--- src/rtl/ctrl_pkg.sv ---
// ctrl_pkg: shared states, opcodes, ALU encodings and decode struct for datapath_ctrl_fsm
package ctrl_pkg;
  typedef enum logic [2:0] {FETCH, DECODE, EXEC, MEM, WB, HALT} state_t;
  localparam logic [3:0] OP_ADD  = 4'b0000;
  localparam logic [3:0] OP_SUB  = 4'b0001;
  localparam logic [3:0] OP_AND  = 4'b0010;
  localparam logic [3:0] OP_OR   = 4'b0011;
  localparam logic [3:0] OP_ADDI = 4'b0100;
  localparam logic [3:0] OP_SUBI = 4'b0101;
  localparam logic [3:0] OP_LDR  = 4'b1000;
  localparam logic [3:0] OP_STR  = 4'b1001;
  localparam logic [3:0] OP_B    = 4'b1100;
  localparam logic [3:0] OP_BEQ  = 4'b1101;
  localparam logic [3:0] OP_HALT = 4'b1111;
  localparam logic [1:0] ALU_ADD = 2'b00;
  localparam logic [1:0] ALU_SUB = 2'b01;
  localparam logic [1:0] ALU_AND = 2'b10;
  localparam logic [1:0] ALU_OR  = 2'b11;
  typedef struct packed {
    logic       is_alu;
    logic       uses_imm;
    logic       is_load;
    logic       is_store;
    logic       is_branch;
    logic       is_cond;
    logic       is_halt;
    logic       is_illegal;
    logic [1:0] alu_op;
  } dec_t;
endpackage

--- src/rtl/ctrl_decode.sv ---
// ctrl_decode: combinational opcode-to-instruction-class decode
// Ports: op (opcode in), d (class flags and ALU operation out)
module ctrl_decode
  import ctrl_pkg::*;
#(
  parameter int OPW = 4
) (
  input  logic [OPW-1:0] op,
  output dec_t           d
);
  always_comb begin
    d            = '0;
    d.is_alu     = op inside {OP_ADD, OP_SUB, OP_AND, OP_OR, OP_ADDI, OP_SUBI};
    d.uses_imm   = op inside {OP_ADDI, OP_SUBI, OP_LDR, OP_STR, OP_B, OP_BEQ};
    d.is_load    = op == OP_LDR;
    d.is_store   = op == OP_STR;
    d.is_branch  = op inside {OP_B, OP_BEQ};
    d.is_cond    = op == OP_BEQ;
    d.is_halt    = op == OP_HALT;
    d.is_illegal = !(d.is_alu || d.is_load || d.is_store || d.is_branch || d.is_halt);
    d.alu_op     = op inside {OP_SUB, OP_SUBI} ? ALU_SUB :
                   op == OP_AND ? ALU_AND :
                   op == OP_OR  ? ALU_OR  : ALU_ADD;
  end
endmodule

--- src/rtl/datapath_ctrl_fsm.sv ---
// datapath_ctrl_fsm: multi-cycle FETCH/DECODE/EXEC/MEM/WB control unit for the 24-bit datapath
// Inputs: clk, rst (async, active-high), inst_op, cero, mem_ready, resume
// Outputs: datapath selects/enables, mem_req/memWrite, halted, illegal and bus_err pulses
// Optional macro CTRL_PERF_COUNTERS_EN adds saturating retired/stall_cyc counters
module datapath_ctrl_fsm
  import ctrl_pkg::*;
#(
  parameter int OPW        = 4,
  parameter int MEM_TO_CYC = 15
) (
  input  logic           clk,
  input  logic           rst,
  input  logic [OPW-1:0] inst_op,
  input  logic           cero,
  input  logic           mem_ready,
  input  logic           resume,
  output logic           ir_en,
  output logic           pc_en,
  output logic           PCSrc,
  output logic           regWrite,
  output logic           aluSrc,
  output logic           immSrc,
  output logic           ra2Src,
  output logic           memToReg,
  output logic           memWrite,
  output logic           mem_req,
  output logic [1:0]     aluControl,
  output logic           halted,
  output logic           illegal,
  output logic           bus_err
`ifdef CTRL_PERF_COUNTERS_EN
  ,
  output logic [15:0]    retired,
  output logic [15:0]    stall_cyc
`endif
);
  localparam int CW = $clog2(MEM_TO_CYC);
  state_t         state, nxt;
  logic [OPW-1:0] op_q;
  logic [CW-1:0]  cnt;
  dec_t           dec;
  logic           ex, me, wb, mem_to, take;
  // DECODE acts on the live opcode before it is latched; later states use the latched copy
  ctrl_decode #(.OPW(OPW)) u_dec (.op(state == DECODE ? inst_op : op_q), .d(dec));
  assign ex     = state == EXEC;
  assign me     = state == MEM;
  assign wb     = state == WB;
  assign mem_to = me && !mem_ready && cnt == CW'(MEM_TO_CYC - 1);
  assign take   = ex && dec.is_branch && (!dec.is_cond || cero);
  always_ff @(posedge clk or posedge rst)
    if (rst) begin
      state <= FETCH;
      op_q  <= '0;
      cnt   <= '0;
    end else begin
      state <= nxt;
      if (state == DECODE) op_q <= inst_op;
      cnt <= (me && !mem_ready && !mem_to) ? cnt + 1'b1 : '0;
    end
  always_comb begin
    nxt = FETCH;
    case (state)
      FETCH:   nxt = DECODE;
      DECODE:  nxt = dec.is_illegal ? FETCH : dec.is_halt ? HALT : EXEC;
      EXEC:    nxt = dec.is_alu ? WB : (dec.is_load || dec.is_store) ? MEM : FETCH;
      MEM:     nxt = mem_ready ? (dec.is_load ? WB : FETCH) : mem_to ? FETCH : MEM;
      WB:      nxt = FETCH;
      HALT:    nxt = resume ? FETCH : HALT;
      default: nxt = FETCH;
    endcase
  end
  // Outputs are forced low while rst is high so mem_req drops asynchronously
  assign ir_en      = !rst && state == FETCH;
  assign pc_en      = !rst && (state == FETCH || take);
  assign PCSrc      = !rst && take;
  assign regWrite   = !rst && wb;
  assign aluSrc     = !rst && (ex || me || wb) && dec.uses_imm;
  assign immSrc     = !rst && (ex || me || wb) && dec.uses_imm;
  assign ra2Src     = !rst && (ex || me) && dec.is_store;
  assign memToReg   = !rst && wb && dec.is_load;
  assign memWrite   = !rst && me && dec.is_store;
  assign mem_req    = !rst && me;
  assign aluControl = (!rst && (ex || wb)) ? dec.alu_op : ALU_ADD;
  assign halted     = !rst && state == HALT;
  assign illegal    = !rst && state == DECODE && dec.is_illegal;
  assign bus_err    = !rst && mem_to;
`ifdef CTRL_PERF_COUNTERS_EN
  logic ret;
  assign ret = wb || (ex && dec.is_branch) || (me && mem_ready && dec.is_store);
  always_ff @(posedge clk or posedge rst)
    if (rst) begin
      retired   <= '0;
      stall_cyc <= '0;
    end else begin
      if (ret && retired != 16'hFFFF) retired <= retired + 1'b1;
      if (me && !mem_ready && stall_cyc != 16'hFFFF) stall_cyc <= stall_cyc + 1'b1;
    end
`endif
endmodule

--- config.mk ---
export PLATFORM = sky130hd
export DESIGN_NAME = datapath_ctrl_fsm
export DESIGN_NICKNAME = d
export VERILOG_FILES = /design/src/rtl/ctrl_pkg.sv /design/src/rtl/ctrl_decode.sv /design/src/rtl/datapath_ctrl_fsm.sv
export SDC_FILE = /design/constraint.sdc
export NUM_CORES = 1
export LEC_CHECK = 0
export ABC_CLOCK_PERIOD_IN_PS = 2420
export CELL_PAD_IN_SITES_DETAIL_PLACEMENT = 0
export CELL_PAD_IN_SITES_GLOBAL_PLACEMENT = 2
export CORE_MARGIN = 10
export CORE_UTILIZATION = 26
export CTS_CLUSTER_DIAMETER = 60
export DETAILED_ROUTE_END_ITERATION = 8
export PLACE_DENSITY = 0.86
export SLEW_MARGIN = 0
export SYNTH_ARGS = -nofsm -noshare
export SYNTH_HDL_FRONTEND = slang
export SYNTH_SLANG_ARGS = --single-unit
--- constraint.sdc ---
create_clock -name clk -period 2.42 [get_ports clk]
set_clock_uncertainty 0.1 [all_clocks]
set_input_delay 0.484 -clock clk [delete_from_list [all_inputs] [get_ports clk]]
set_output_delay 0.484 -clock clk [all_outputs]
set_load 0.1 [all_outputs]
Word-level counts from Yosys, hierarchy flattened:

Index checks and enable logic that the tools add are counted.

* flip-flop bits (word level): 11
* input bits: 9
* output and inout bits: 15
* logic and storage cells: 77

* $add $sub $neg: 1
* equal/unequal tests: 16
* mux-type cells: 15
* reduce and logical (&&, ||, !) cells: 42

Operators by type and width (number)
* $eq A4 B4 Y1 const B: 6
* $logic_and A1 B1 Y1: 21
* $mux W3: 6
* $pmux W3 S5: 1
* $mux W2: 6
* $reduce_bool A6 Y1: 2
* $logic_or A1 B1 Y1: 10
* $eq A4 B2 Y1 const B: 2
* $eq A4 B3 Y1 const B: 2
* $mux W4: 2
* $eq A3 B2 Y1 const B: 2
* $eq A3 B3 Y1 const B: 2
* $logic_not A1 Y1: 5
* $add A4 B1 Y4 const B: 1
* $eq A4 B1 Y1 const B: 1
* $logic_not A4 Y1: 1
* $reduce_bool A2 Y1: 2
* $eq A3 B1 Y1 const B: 1
* $logic_not A3 Y1: 1

Longest topological paths before layout:

Gate-level depths: netlist of run 1.

* depth after elaboration: 10
* gate-level depth with buffers: 6
* depth with buffers taken out: 5

By module:

A second synthesis of run 1 with hierarchy kept.

* cells, all modules: 83
* area, all modules: 772.0 um2

Modules (own cells, without submodules)
* datapath_ctrl_fsm: instances 1, cells each 70, area each 691.9 um2, seq. area each 275.3 um2
* ctrl_decode: instances 1, cells each 13, area each 80.1 um2, seq. area each 0.0 um2

Least setup slack after synthesis of run 1:

No wires, ideal clock.

* path kind: register -> output
* start: register state[0]
* end: output pc_en
* arrival time: 4.617 ns
* data required time: 1.836 ns
* slack: -2.781 ns
* cell stages (with the launch flop): 4
* path buffers: 1
* path through: dfrtp_1 > clkbuf_1 > nor4_1 > o21bai_1

* longest elaborated chain between the ends: 8
* elaborated cells between the ends (all ways): 13
* classes of those cells: eq/ne (4); mux (1); reduce/logical (8)

Ends and longest elaborated chain
* start: declaration: RTL line datapath_ctrl_fsm.sv:38 `state_t state, nxt;`
* start signal: assignment: RTL line datapath_ctrl_fsm.sv:56 `state <= nxt;`
* $eq A3 B1 Y1: RTL line datapath_ctrl_fsm.sv:44 `ctrl_decode #(.OPW(OPW)) u_dec (.op(state == DECODE ? inst_op : op_q), .d(dec));`
* $mux W4
* $eq A4 B4 Y1, on equally long branches: RTL line ctrl_decode.sv:17, ctrl_decode.sv:18
* $reduce_bool A2 Y1 or $logic_not A1 Y1 (tied branches): RTL line ctrl_decode.sv:17, datapath_ctrl_fsm.sv:49
* $logic_and A1 B1 Y1 or $logic_or A1 B1 Y1 (tied branches): RTL line datapath_ctrl_fsm.sv:49 `assign take = ex && dec.is_branch && (!dec.is_cond || cero);`
* $logic_and A1 B1 Y1: RTL line datapath_ctrl_fsm.sv:49
* $logic_or A1 B1 Y1 (*): RTL line datapath_ctrl_fsm.sv:74 `assign pc_en = !rst && (state == FETCH || take);`
* $logic_and A1 B1 Y1 (*): RTL line datapath_ctrl_fsm.sv:74
* end: declaration: RTL line datapath_ctrl_fsm.sv:18 `output logic pc_en,`

Mark *: on every way between the ends. The rest lies on a longest branch, timed or not.

Worst setup path in the final report of run 1:

* start: register state[1]
* end: output aluControl[0]

* longest elaborated chain between the ends: 7
* elaborated cells between the ends (all ways): 15
* classes of those cells: eq/ne (7); mux (5); reduce/logical (3)

Ends and longest elaborated chain
* $eq A3 B1 Y1 (*): RTL line datapath_ctrl_fsm.sv:44
* $mux W4 (*)
* named net u_dec.op[2]: RTL line ctrl_decode.sv:8 `input logic [OPW-1:0] op,`
* $eq A4 B2 Y1: RTL line ctrl_decode.sv:23 `op == OP_OR ? ALU_OR : ALU_ADD;`
* $mux W2: RTL line ctrl_decode.sv:23
* $mux W2: RTL line ctrl_decode.sv:22 `op == OP_AND ? ALU_AND :`
* $mux W2 (*): RTL line ctrl_decode.sv:21 `d.alu_op = op inside {OP_SUB, OP_SUBI} ? ALU_SUB :`
* $mux W2 (*): RTL line datapath_ctrl_fsm.sv:83 `assign aluControl = (!rst && (ex || wb)) ? dec.alu_op : ALU_ADD;`
* end: declaration: RTL line datapath_ctrl_fsm.sv:27 `output logic [1:0] aluControl,`

Mark *: on every way through the listed nets, which the timed path passes. The rest lies on a longest branch.

==> impl_metrics.tcl, run 1 <==
set metrics [dict create \
    synth_edf_count 0 \
    max_freq_mhz 378 \
    setup_total_negative_slack_ns -0.853 \
    design.die.area_mm2 0.00544 \
    worst-slew-pin-transition_ns 0.393 \
    dpl_worst_slack_ns -0.0468 \
    global_route.usage.total_pct 8.90 \
    report.final.hold_viol_count 0 \
    post_route_cells_drive_above_1_share_pct 53.5 \
    synthesis.yosys.warnings 0 \
    ant_nets 0 \
    total_of_flip_flops_plus_latches_after_synthesis 11 \
    overflow 0 \
    drt_drc_violations_left 0 \
    floorplan.io_pins 24 \
    final_critical_path_setup_slack_ns -0.225 \
    initial_core_utilization_pct 27.2 \
    max_cap_violations 0 \
    static-leakage-power_nw 0.658 \
    via_count_of_the_first_global_routing_pass 852 \
    globalplace.congestion 0.788 \
    worst-setup-path-type "reg -> out" \
    postLayoutCellArea_mm2 0.00153 \
    hold_slack_ns 0.391 \
    areaGrowthSynthToFinish_pct 104 \
    viasPerCell 5.02 \
    via_count 803 \
    violated_checks "setup timing" \
    vdd.ir_drop.worst_v 0.000754 \
    cts_root_buffer "sky130_fd_sc_hd__clkbuf_4" \
    first_pass_iters 4 \
    layout_min_cycle_time_ns 2.64 \
    dp_hpwl_um 1920 \
    antenna_cells 0 \
    synth.distinct_cells 35 \
    fp-row-count 19 \
    final_clock_period_utilization_by_the_worst_path_pct 109 \
    die-width_um 73.7 \
    skew_pair_late_insertion_delay_ns 0.26 \
    unrepaired_setup_endpoints_after_global_routing "true" \
    average_cell_area_after_synthesis_um2 9.27 \
    synth_top_cells_by_area "sky130_fd_sc_hd__dfrtp_1 (37%), sky130_fd_sc_hd__nor2_1 (4.5%), sky130_fd_sc_hd__mux2i_1 (4.0%)" \
    cts_max_path_buffers 2 \
    synth_top_area_share_pct 36.7 \
    tritoncts.num_buffers 3 \
    relative_slew_slack_pct 73.1 \
    floorplan.core_area_mm2 0.00276 \
    clkSinkCount 11 \
    result_of_the_run "finished, violations left" \
    synth_seq_area_share_pct 36.7 \
    tritoncts "built" \
    cell_area_after_placement_mm2 0.00141 \
    cts-htree-levels 1 \
    timing.critical_path.required_ns 1.84 \
    finish.utilization_pct 55.4 \
    critPathMaxFanout 3 \
    largest_net_degree_at_the_start_of_global_routing 14 \
    path_clk_slew_ns 0.07 \
    final-max-slew-violation-count 0 \
    timing.critical_path.arrival_ns 2.06 \
    end_kind "primary output" \
    grt_first_pass_wirelength_um 3930 \
    synthArstFlopShare_pct 100 \
    die_y_um 73.7 \
    setup_viol_count_final 9 \
    nets 141 \
    post-synth-top-area-cell "sky130_fd_sc_hd__dfrtp_1" \
    netlist_area_um2 751 \
    antenna_found_initial 0 \
    min_path_type "reg -> reg" \
    post_synth_top_flop "sky130_fd_sc_hd__dfrtp_1" \
    synth_cells 81 \
    place.port_buffers 23 \
    first_iter_violations 27 \
    route.detailed.wl_per_inst_um 15.1 \
    start_kind "flip-flop" \
    power.density_cell_area_mw_per_mm2 1110 \
    finalWirelength_um 2420 \
    mappedNetlistNets 92 \
]
## metrics by stage
stage	instances	power (W)
2_1_floorplan	81	0.00101
3_3_place_gp	150	0.00138
3_5_place_dp	150	0.00140
4_1_cts	156	0.00157
5_1_grt	160	0.00179
6_report	160	0.00170
## critical path: stages, from the launching register on
cell,delay [ns]
sky130_fd_sc_hd__dfrtp_2,0.42
sky130_fd_sc_hd__nor3b_4,0.27
sky130_fd_sc_hd__buf_6,0.16
sky130_fd_sc_hd__mux2_4,0.32
sky130_fd_sc_hd__a2111oi_4,0.40
sky130_fd_sc_hd__buf_12,0.22
## placed cells by master, fill, tap and decap left out, types with 3 or more instances in the layout
cell type                         instances
sky130_fd_sc_hd__buf_12                  15
sky130_fd_sc_hd__buf_4                   21
sky130_fd_sc_hd__buf_6                    4
sky130_fd_sc_hd__clkbuf_4                 3
sky130_fd_sc_hd__clkdlybuf4s50_1          6
sky130_fd_sc_hd__dfrtp_1                 10
sky130_fd_sc_hd__inv_1                    3
sky130_fd_sc_hd__mux2_4                   3
sky130_fd_sc_hd__nand2_1                  3
sky130_fd_sc_hd__nand3_1                  3
sky130_fd_sc_hd__nor2_1                   7
sky130_fd_sc_hd__nor3_4                   3
sky130_fd_sc_hd__nor4_4                   3
sky130_fd_sc_hd__o21ai_0                  3
## cell usage after synthesis, types with 2 or more instances
library cell and number:
sky130_fd_sc_hd__dfrtp_1 11, sky130_fd_sc_hd__nor2_1 9, sky130_fd_sc_hd__inv_1 5, sky130_fd_sc_hd__nand2_1 5
sky130_fd_sc_hd__and3_1 4, sky130_fd_sc_hd__o21ai_0 4, sky130_fd_sc_hd__mux2i_1 3, sky130_fd_sc_hd__nand3_1 3
sky130_fd_sc_hd__nor3_1 3, sky130_fd_sc_hd__nor4_1 3, sky130_fd_sc_hd__a31oi_1 2, sky130_fd_sc_hd__clkbuf_1 2
sky130_fd_sc_hd__ha_1 2, sky130_fd_sc_hd__mux2_2 2, sky130_fd_sc_hd__nor3b_1 2, sky130_fd_sc_hd__o211ai_1 2
## state kept, by name, summed over array words and instances (netlist names)
| signal | cells |
|---|---|
| cnt | 4 |
| state | 3 |
| op_q | 4 |
## worst paths after layout
check	from	endpoint	slack [ns]	cells past startpoint
min in group asynchronous	rst	op_q[0]$_DFF_PP0_	0.70	4
worst max register to register	state[1]$_DFF_PP0_	state[2]$_DFF_PP0_	0.54	7
worst min register to register	cnt[0]$_DFF_PP0_	cnt[0]$_DFF_PP0_	0.39	1
worst min-delay path	cnt[0]$_DFF_PP0_	cnt[0]$_DFF_PP0_	0.39	1
worst max-delay path	state[1]$_DFF_PP0_	aluControl[0]	-0.22	5
max in group asynchronous	rst	state[1]$_DFF_PP0_	1.37	4
## timing repair
action,in CTS,in global routing
endpoints found under the setup margin,6,11
gates resized for setup,4,13
buffers inserted,2,4
hold buffers,0,0
endpoints found under the hold margin,0,0
pin swaps,5,8
## layer usage
layer	global-route usage (%)	wire (µm)	vias to the layer above
met5	0	0	-
met4	4.35	27	0
met3	2.96	184	2
met2	13.8	1220	21
met1	10.7	986	384
li1	-	-	396
## final cells by class
cell class | count | area [µm²]
Fill cell | 246 | 1230
Timing Repair Buffer | 48 | 584
Multi-Input combinational cell | 60 | 574
Sequential cell | 11 | 277
Tap cell | 31 | 38.8
Inverter | 6 | 27.5
Clock buffer | 3 | 22.5
Clock inverter | 1 | 5.00
## kinds of logic after synthesis
kind of cell               synth area share, %
muxes                                     9.00
AOI/OAI and AO/OA                         13.8
and+or+nand+nor                           28.3
xor gates and xnor gates                  2.33
buffers and inverters                     6.50
DFF                                       36.7
adders and majority gates                 3.33
## where the power goes
| group | leakage [nW] | switching, W | internal [W] | total [W] |
|---|---|---|---|---|
| Sequential | 0.139 | 0.0000795 | 0.000245 | 0.000324 |
| Clock | 0.0177 | 0.0000607 | 0.0000611 | 0.000122 |
| Combinational | 0.501 | 0.000687 | 0.000566 | 0.00125 |
| Total | 0.658 | 0.000827 | 0.000872 | 0.00170 |
Power figures use the tool's default switching activity.
==> inputs of run 2 (changes only) <==
- CORE_MARGIN: 10 -> unset
==> run 2 against run 1 <==
Against the previous run:
- the flow still finishes with violations (setup timing)
- die area shrank 43%
- clock-buffer cell count is the same
- largest power group unchanged
- cell area grew 1.5%
- register-to-register slack lost 0.04 ns
- highest routed layer unchanged
- combinational power is essentially flat
==> impl_metrics.tcl, run 2 (synthesis results as in run 1) <==
set metrics [dict create \
    antenna_found_initial 0 \
    post_route_cells_drive_above_1_share_pct 54.3 \
    report.final.hold_viol_count 0 \
    end_kind "primary output" \
    static-leakage-power_nw 0.677 \
    cts-htree-levels 1 \
    overflow 0 \
    critical_path.startpoint "state[2]$_DFF_PP0_" \
    max_cap_violations 0 \
    start_kind "flip-flop" \
    first_iter_violations 9 \
    layout_commonest_cell "sky130_fd_sc_hd__buf_4" \
    relative_slew_slack_pct 69.6 \
    crit_end "aluControl[0]" \
    layout_min_cycle_time_ns 2.68 \
    final_cell_count_no_fill 160 \
    clkSinkCount 11 \
    max_freq_mhz 373 \
    dp_hpwl_um 1760 \
    areaGrowthSynthToFinish_pct 107 \
    result_of_the_run "finished, violations left" \
    via_count_of_the_first_global_routing_pass 847 \
    antenna_cells 0 \
    tritoncts "built" \
    floorplan.core_area_mm2 0.00273 \
    die_y_um 55.7 \
    largest_net_degree_at_the_start_of_global_routing 14 \
    worst-slew-pin-transition_ns 0.444 \
    worstReg2RegEnd "state[2]$_DFF_PP0_" \
    global_route.usage.total_pct 16.5 \
    die-width_um 55.7 \
    grt_first_pass_wirelength_um 3970 \
    initial_core_utilization_pct 27.5 \
    vdd.ir_drop.worst_v 0.000809 \
    design.die.area_mm2 0.00311 \
    ant_nets 0 \
    setup_viol_count_final 7 \
    timing.critical_path.required_ns 1.84 \
    fp-row-count 19 \
    path_clk_slew_ns 0.07 \
    tritoncts.num_buffers 3 \
    hold_slack_ns 0.397 \
    floorplan.io_pins 24 \
    violated_checks "setup timing" \
    final-max-slew-violation-count 0 \
    layout.cells.most_common_list "sky130_fd_sc_hd__buf_4 (20), sky130_fd_sc_hd__buf_12 (15), sky130_fd_sc_hd__dfrtp_1 (10)" \
    final_critical_path_setup_slack_ns -0.259 \
    reg.largest.list "cnt: 4 flops, op_q: 4 flops, state: 3 flops" \
    skew_pair_late_insertion_delay_ns 0.27 \
    finalWirelength_um 2270 \
    place.detailed.instances 151 \
    nets 141 \
    rr_startpoint "state[2]$_DFF_PP0_" \
    slack_of_the_worst_reg_to_reg_path_ns 0.50 \
    final_clock_period_utilization_by_the_worst_path_pct 111 \
    route.detailed.wl_per_inst_um 14.2 \
    cts_root_buffer "sky130_fd_sc_hd__clkbuf_4" \
    power.density_cell_area_mw_per_mm2 1080 \
    reg2reg_depth 7 \
    globalplace.congestion 0.790 \
    layout.filler_cells 227 \
    unrepaired_setup_endpoints_after_global_routing "true" \
    via_count 795 \
    cts_max_path_buffers 2 \
    drt_drc_violations_left 0 \
    viasPerCell 4.97 \
    timing.critical_path.arrival_ns 2.09 \
    place.port_buffers 23 \
    worst-setup-path-type "reg -> out" \
    min_path_type "reg -> reg" \
    first_pass_iters 4 \
    critPathMaxFanout 4 \
    setup_total_negative_slack_ns -0.949 \
    holdPathStages 1 \
    dpl_worst_slack_ns -0.0938 \
]
==> run 2: how the worst min path moves through the flow <==
stage / slack, ns / endpoint / from
2_1_floorplan: 0.35 / cnt[0]$_DFF_PP0_ / cnt[0]$_DFF_PP0_
3_3_place_gp: 0.37 / cnt[0]$_DFF_PP0_ / cnt[0]$_DFF_PP0_
3_5_place_dp: 0.39 / cnt[0]$_DFF_PP0_ / cnt[0]$_DFF_PP0_
4_1_cts: 0.40 / cnt[0]$_DFF_PP0_ / cnt[0]$_DFF_PP0_
5_1_grt: 0.42 / cnt[0]$_DFF_PP0_ / cnt[0]$_DFF_PP0_
6_report: 0.40 / cnt[0]$_DFF_PP0_ / cnt[0]$_DFF_PP0_
==> run 2: layer usage <==
layer / GRT usage (%) / share of wire, % / up-vias
met5: 0 / 0 / -
met4: 6.43 / 1.6 / 0
met3: 2.33 / 4.1 / 4
met2: 26.2 / 49 / 24
met1: 22.8 / 45 / 375
li1: - / - / 392
==> run 2: layout make-up <==
cell class | instances | area (µm²) | share of cell area (%)
flip-flops and latches | 11 | 277 | 17.8
well taps | 31 | 38.8 | 2.50
multi-input cells | 60 | 588 | 37.9
inverters | 6 | 22.5 | 1.45
clock inverters | 1 | 5.00 | 0.323
clock buffers | 3 | 22.5 | 1.45
repair buffers | 48 | 598 | 38.5
==> run 2: stage by stage <==
stage	area (µm²)	utilization, %	total power (W)
finish	1550	56.8	0.00168
global route	1550	56.8	0.00176
CTS	1510	55.2	0.00163
detailed placement	1420	51.9	0.00139
global placement	1420	51.9	0.00138
floorplan	883	-	0.00101
==> run 2: what timing repair did <==
item,CTS,global route
pin swaps,5,5
endpoints found under the setup margin,7,11
hold buffers,0,0
gates resized for setup,10,11
cloned,0,0
buffers inserted,4,1
==> run 2: where the power goes <==
group	total, W	internal (W)	switching, W
Sequential	0.000328	0.000245	0.0000837
Combinational	0.00122	0.000555	0.000670
Clock	0.000124	0.0000611	0.0000627
==> run 2: critical path, cell delays in order (launching register included) <==
cell	delay [ns]
sky130_fd_sc_hd__dfrtp_1	0.41
sky130_fd_sc_hd__nor3b_4	0.32
sky130_fd_sc_hd__buf_6	0.17
sky130_fd_sc_hd__mux2i_4	0.23
sky130_fd_sc_hd__inv_2	0.07
sky130_fd_sc_hd__a2111oi_4	0.39
sky130_fd_sc_hd__buf_12	0.22
